$ cat config.mk
export PLATFORM = sky130hd
export DESIGN_NAME = nes_controller
export DESIGN_NICKNAME = d
export VERILOG_FILES = /design/src/rtl/nes_controller_pkg.sv /design/src/rtl/nes_turbo_gen.sv /design/src/rtl/nes_controller.sv
export SDC_FILE = /design/constraint.sdc
export NUM_CORES = 1
export LEC_CHECK = 0
export CAP_MARGIN = 20
export CORE_AREA = 2 2 39 41
export CTS_CLUSTER_SIZE = 10
export DETAILED_ROUTE_END_ITERATION = 8
export DIE_AREA = 0 0 41 43
export DONT_BUFFER_PORTS = 1
export GPL_TIMING_DRIVEN = 1
export SETUP_SLACK_MARGIN = 0.1
export SLEW_MARGIN = 10
export SYNTH_ARGS = -nofsm -noshare
export SYNTH_HDL_FRONTEND = slang
export SYNTH_SLANG_ARGS = --single-unit
$ cat constraint.sdc
create_clock -name clk -period 1.2 [get_ports clk]
set_clock_uncertainty 0.15 [all_clocks]
set_input_delay 0.18 -clock clk [delete_from_list [all_inputs] [get_ports clk]]
set_output_delay 0.18 -clock clk [all_outputs]
set_load 0.005 [all_outputs]
$ cat src/rtl/nes_controller_pkg.sv
// Shared constants for the NES joypad model: button bit positions and shifter reset value.
package nes_controller_pkg;

    localparam int NUM_BTNS  = 8;
    localparam int BTN_A      = 0;
    localparam int BTN_B      = 1;
    localparam int BTN_SELECT = 2;
    localparam int BTN_START  = 3;
    localparam int BTN_UP     = 4;
    localparam int BTN_DOWN   = 5;
    localparam int BTN_LEFT   = 6;
    localparam int BTN_RIGHT  = 7;

    localparam logic [NUM_BTNS-1:0] SHIFTER_RESET = 8'h00;

endpackage

$ cat src/rtl/nes_turbo_gen.sv
// Autofire phase generator: free-running counter, phase toggles every HALF_PERIOD clk cycles.
module nes_turbo_gen #(
    parameter logic [15:0] HALF_PERIOD = 16'd1000
) (
    input  logic clk,
    input  logic rst,
    output logic phase
);

    logic [15:0] count_reg;
    logic [15:0] count_next;
    logic        phase_reg;
    logic        phase_next;

    // A HALF_PERIOD of 0 is treated like 1 so the terminal count never underflows.
    localparam logic [15:0] LAST_COUNT = (HALF_PERIOD == 16'd0) ? 16'd0 : HALF_PERIOD - 16'd1;

    always_comb begin
        count_next = count_reg + 16'd1;
        phase_next = phase_reg;
        if (count_reg >= LAST_COUNT) begin
            count_next = 16'd0;
            phase_next = ~phase_reg;
        end
    end

    always_ff @(posedge clk) begin
        if (rst) begin
            count_reg <= 16'd0;
            phase_reg <= 1'b0;
        end else begin
            count_reg <= count_next;
            phase_reg <= phase_next;
        end
    end

    assign phase = phase_reg;

endmodule

$ cat src/rtl/nes_controller.sv
// Behavioural 4021-style NES joypad: parallel load on strobe, one shift per falling edge of rd.
// Optional autofire masking is enabled by defining NES_CONTROLLER_TURBO_EN.
module nes_controller
    import nes_controller_pkg::*;
#(
    parameter logic [7:0]  TURBO_MASK        = 8'h00,
    parameter logic [15:0] TURBO_HALF_PERIOD = 16'd1000
) (
    input  logic       clk,
    input  logic       rst,
    input  logic       strobe,
    input  logic       rd,
    input  logic [7:0] btns,
    output logic       data
);

    logic [NUM_BTNS-1:0] shifter_reg;
    logic [NUM_BTNS-1:0] shifter_next;
    logic                rd_q_reg;
    logic [NUM_BTNS-1:0] load_value;

`ifdef NES_CONTROLLER_TURBO_EN
    logic turbo_phase;

    nes_turbo_gen #(
        .HALF_PERIOD (TURBO_HALF_PERIOD)
    ) u_turbo_gen (
        .clk   (clk),
        .rst   (rst),
        .phase (turbo_phase)
    );

    // Masked buttons read as released during the active autofire phase.
    generate
        for (genvar gi = 0; gi < NUM_BTNS; gi++) begin : g_turbo_mask
            assign load_value[gi] = btns[gi] & ~(TURBO_MASK[gi] & turbo_phase);
        end
    endgenerate
`else
    logic unused_turbo_params;
    assign unused_turbo_params = ^{TURBO_MASK, TURBO_HALF_PERIOD};
    assign load_value          = btns;
`endif

    // Strobe wins over a read edge; shifting fills with 1 so reads past the eighth return 1.
    always_comb begin
        shifter_next = shifter_reg;
        if (strobe) begin
            shifter_next = load_value;
        end else if (rd_q_reg && !rd) begin
            shifter_next = {1'b1, shifter_reg[NUM_BTNS-1:1]};
        end
    end

    always_ff @(posedge clk) begin
        if (rst) begin
            shifter_reg <= SHIFTER_RESET;
            rd_q_reg    <= 1'b0;
        end else begin
            shifter_reg <= shifter_next;
            rd_q_reg    <= rd;
        end
    end

    assign data = shifter_reg[BTN_A];

endmodule

After elaboration in Yosys (flattened, before gate mapping)
Index checks and enable logic that the tools add are counted.

storage, ports and cells
  word-level logic and storage cells = 7
  bits of input ports = 12
  flip-flop bits (word level) = 9
  output and inout port bits = 1

operators by class
  reduce and logical (&&, ||, !) cells = 3
  mux-type cells = 2

operators with widths
  operator             number
  $mux W8              2
  $reduce_bool A2 Y1   1
  $logic_and A1 B1 Y1  1
  $logic_not A1 Y1     1

Logic depth before layout (Yosys ltp)
Gate-level depths: netlist of the first run.

  depth after elaboration = 4
  mapped depth = 4
  depth with buffers taken out = 3

Worst setup path before layout of the first run
No wires, ideal clock.

  path type = reg2reg
  start = reg rd_q_reg
  end = reg shifter_reg[2]
  stages on the path, launching flop included = 5
  path slack = 0.026 ns
  data arrival time = 0.912 ns
  period minus slack after synthesis = 1.174 ns
  setup time = 0.112 ns
  path buffers = 1
  required time = 0.938 ns
  cells stage by stage = dfxtp_1 > nor2b_4 > buf_6 > nor3_2 > a2111oi_1

on the way
  cells in the longest elaborated chain, start to end = 2

ends and longest elaborated chain
  item                          line                  text
  start: declaration            nes_controller.sv:19  logic rd_q_reg;
  start signal: assignment      nes_controller.sv:61  rd_q_reg <= rd;
  $logic_and A1 B1 Y1           nes_controller.sv:50  end else if (rd_q_reg && !rd) begin
  $reduce_bool A2 Y1 (no line)  --
  end signal: assignment        nes_controller.sv:60  shifter_reg <= shifter_next;
  end: declaration              nes_controller.sv:17  logic [NUM_BTNS-1:0] shifter_reg;

No other way between the ends.
A chain may end at the register's enable or synchronous reset.

Worst setup path after layout of the first run
Same ends and word-level chain as after synthesis.

==> results.txt, run 1 <==
----------------------------------------------------
[Logic synthesis]
  Post-synth top flop ... sky130_fd_sc_hd__dfxtp_1
  Post-synthesis share of cell area spent on and, or, nand and nor gates ... a little over a third
  Net count after synthesis ... 57
  Count of flip-flops with a built-in enable after synthesis ... 0
  Top cell types by occurrence after synthesis ... 9 x sky130_fd_sc_hd__dfxtp_1, 9 x sky130_fd_sc_hd__nor2b_1, 7 x sky130_fd_sc_hd__a2111oi_1, 7 x sky130_fd_sc_hd__nor2_1, 7 x sky130_fd_sc_hd__nor3_1
  Synth Area in Adders ... 0%
  Biggest area contributors in the synthesized netlist ... sky130_fd_sc_hd__dfxtp_1 42%, sky130_fd_sc_hd__a2111oi_1 16%, sky130_fd_sc_hd__nor2b_1 13%
  Unique masters post-synth ... 9
  Gate Count Post-Synth ... 45
  Post-Synth XOR/XNOR Area ... 0%
  Combinational family with the most area after synthesis ... simple AND/OR/NAND/NOR gates
  Synth area leader ... sky130_fd_sc_hd__dfxtp_1
  Mapped Area ... around 430 um^2
  Fraction of post-synthesis cell area in the top cell type by area ... between 40% and 50%
  Share of synthesized flip-flops with an asynchronous set or reset ... 0%
  Number of synthesis warnings ... 0
  Proportion of synthesized area in mux cells ... 0%
  Mean Syn Cell Area ... 9.509 um^2
  Compound-cell area share of the yosys netlist ... about 16%
  Sequential cell area fraction in the yosys report ... a little over two fifths
  Register bit count reported by yosys ... 9

[Clock tree]
  TritonCTS clock tree ... done
  CTS max path bufs ... 2
  H-tree level count ... 1
  Clock tree sinks ... 9
  Post-CTS Hold Buffers ... 1
  Clock latency on the worst-skew pair ... ~0.27 ns
  Cell chosen for the clock root ... sky130_fd_sc_hd__clkbuf_4
  TritonCTS Buffers ... 3
  Clock transition at the registers of the reported paths ... approximately 0.060 ns

[Critical path]
  Cell count of the worst reg-to-reg path ... 4
  Critical path data required time ... 1.22 ns
  Critical path origin ... rd_q_reg
  Family with the most delay on the worst path ... flip-flops
  Largest stage delay on the critical path ... roughly 0.33 ns
  Path type of the worst setup path ... flop to flop
  CP Launch Type ... flop
  Max FO, Critical Path ... 7
  Endpoint of the lowest-slack register-to-register path ... shifter_reg[2]
  Worst reg-to-reg setup slack ... around 0.014 ns
  Data arrival, critical path ... between 1 and 1.5 ns
  Critical Path End ... shifter_reg[2]
  Worst path buffer plus inverter count ... 1
  CP max-delay cell ... sky130_fd_sc_hd__dfxtp_2
  Endpoint class of the critical path ... flop
  Worst r2r src ... rd_q_reg
  Logic depth of the worst setup path including buffers ... 4
  Critical-path cell list ... nor2b_4 > buf_6 > nor3_2 > a2111oi_2

[Final layout]
  # nets final ... between 60 and 70
  Count of inserted antenna diode cells ... 0
  Finished Core Util ... between 40 and 50%
  Fraction of layout instances using a drive strength above 1 ... between 30% and 40%
  Synth-to-Final Area Change ... 31.29%
  Finished Cell Area ... around 560 um^2
  Largest register FFs ... 8

[Min path]
  Classification of the worst-slack hold path ... input pin to flop

[Placed design]
  Post-place instance area ... about 430 um^2
  Pre-CTS setup slack ... -0.1335 ns
  Last weighted congestion value of the routability-driven placer ... 0.6464
  Sum of net half-perimeters after detailed placement ... ~530 um
  Count of input and output buffers ... 0

[GRT]
  GR Overflow Total ... 0
  Overall fraction of global-route tracks in use ... roughly an eighth
  Wire length of the first global-routing pass ... ~1.4 mm
  Number of global-route vias before repair ... 313
  Initial antenna violation count ... 0
  Largest net degree at the start of global routing ... 24

[Power and ir drop]
  Proportion of power drawn by combinational gates ... 14.5%
  Power spent charging and discharging nets ... approximately 170 uW
  Total power divided by cell area ... 1200 nW/um^2
  Fraction of power spent switching nets ... between 20 and 25%
  Seq pwr share ... about half
  Internal power component ... 507.5 uW
  PnR Total Power ... around 670 uW
  IR Drop Worst-Case VDD ... between 0.5 and 0.6 mV
  Share of total power in the clock network ... between 30 and 40%
  Leakage dissipation ... between 0.00015 and 0.0002 uW

[Floorplanning]
  Standard cell core area ... about 1400 um^2
  Die span in x ... 41 um
  Top-Level Pins ... 13
  Chip height ... approximately 43 um
  Cell Rows ... 14
  Starting density of the core ... between 30% and 40%
  Die area ... 1763 um^2

[Timing]
  RSZ-0062 raised after global routing ... yes
  Crit path setup slack, layout ... 0.01395 ns
  Number of endpoints with negative hold slack in the final report ... 8
  Setup-violating endpoint count in the final report ... 0
  Maximum clock frequency ... 843.1 MHz
  Transition time of the tightest slew-check pin ... around 0.29 ns
  Time the worst path needs with I/O delays and setup ... between 1 and 1.5 ns
  Max-Slew Margin vs Limit ... between 80% and 90%
  Final period util ... 98.84%
  Summed negative setup slack over all endpoints ... 0 ns
  Hold slack final ... -0.1703 ns
  Number of pins with negative max-slew slack in the final report ... 0

[Status]
  Result of the run ... finished with violations
  Violated checks ... negative hold slack

[Routing]
  Total iterations of the first detailed-routing run ... 4
  Via count ... approximately 370
  Routed vias/inst ... between 5 and 6
  DRC marker count from the first detailed-route iteration ... 2
  Count of antenna-violating nets left after detailed routing ... 0
  Total wirelength of the detailed-routed design ... about 970 um
  DRC ... 0
  Final routed wire length divided by cell count ... ~14 um

[Job]
  Max cap viols ... 0

----------------------------------------------------
repair_timing:
action | 4_1_cts | 5_1_grt
gates cloned | 1 | 0
endpoints found under the hold margin | 9 | 8
gates resized for setup | 6 | 8
setup endpoints to repair | 8 | 8
buffers inserted | 0 | 2
pin swaps | 5 | 0
worst min-delay path by stage:
stage                     start        endpoint  depth (start not counted)  slack [ns]
final                       rst  shifter_reg[6]                          1       -0.17
after global routing        rst  shifter_reg[6]                          1       -0.18
after CTS                   rst  shifter_reg[6]                          1       -0.17
after detailed placement    rst        rd_q_reg                          1        0.11
after global placement      rst        rd_q_reg                          1        0.11
after floorplan             rst        rd_q_reg                          1        0.10
cells by family (layout without fill, tap and decap cells):
family / after synthesis / in the layout
simple gates: 26 / 27
flops: 9 / 9
compound gates: 7 / 7
buf+inv: 3 / 8
layout make-up:
cell class                      instances  area (um^2)
Tap cell                               16        20.02
Fill cell                             141        822.0
Clock buffer                            4        26.28
Timing Repair Buffer                    4        40.04
Sequential cell                         9        181.4
Multi-Input combinational cell         34        294.0
power by group through the flow:
stage          Sequential, uW  Combinational [uW]  Clock [uW]
2_1_floorplan             338                64.8           0
3_3_place_gp              340                58.4           0
3_5_place_dp              341                59.9           0
4_1_cts                   336                74.5         243
5_1_grt                   340                 108         257
6_report                  338                97.9         239
layer usage:
layer | routed length, um | vias up | track usage [%]
met2 | 429 | 16 | 14.06
met4 | 37 | 0 | 12.00
met5 | 0 | - | 0
met1 | 436 | 169 | 17.59
li1 | - | 179 | -
met3 | 67 | 5 | 4.188
metrics by stage:
step	instances	hold slack (ns)
2_1_floorplan	45	0.1016
3_5_place_dp	59	0.1084
5_1_grt	67	-0.1751
4_1_cts	65	-0.1700
6_report	67	-0.1703
3_3_place_gp	59	0.1056
cells in the final DEF, fill, tap and decap left out:
master	instances
sky130_fd_sc_hd__a2111oi_2	5
sky130_fd_sc_hd__clkbuf_4	3
sky130_fd_sc_hd__nor3_2	3
sky130_fd_sc_hd__dfxtp_1	8
sky130_fd_sc_hd__dfxtp_2	1
sky130_fd_sc_hd__clkbuf_1	1
sky130_fd_sc_hd__buf_6	2
sky130_fd_sc_hd__dlygate4sd3_1	1
sky130_fd_sc_hd__nor3_1	5
sky130_fd_sc_hd__a2111oi_4	1
sky130_fd_sc_hd__nor3_4	1
sky130_fd_sc_hd__nor2_1	7
sky130_fd_sc_hd__a2111oi_1	1
sky130_fd_sc_hd__buf_4	1
sky130_fd_sc_hd__nor2b_4	2
sky130_fd_sc_hd__nor2b_1	9
Power figures use the tool's default switching activity.
==> inputs of run 2 (changes only) <==
--- a/config.mk
+++ b/config.mk
@@ -16,4 +16,5 @@
 export SLEW_MARGIN = 10
 export SYNTH_ARGS = -nofsm -noshare
 export SYNTH_HDL_FRONTEND = slang
+export SYNTH_HIERARCHICAL = 1
 export SYNTH_SLANG_ARGS = --single-unit
==> results of run 2 <==
Final layout, timing and power as in run 1 (identical DEF).
Among the figures that moved: Yosys warning count 0 -> 6
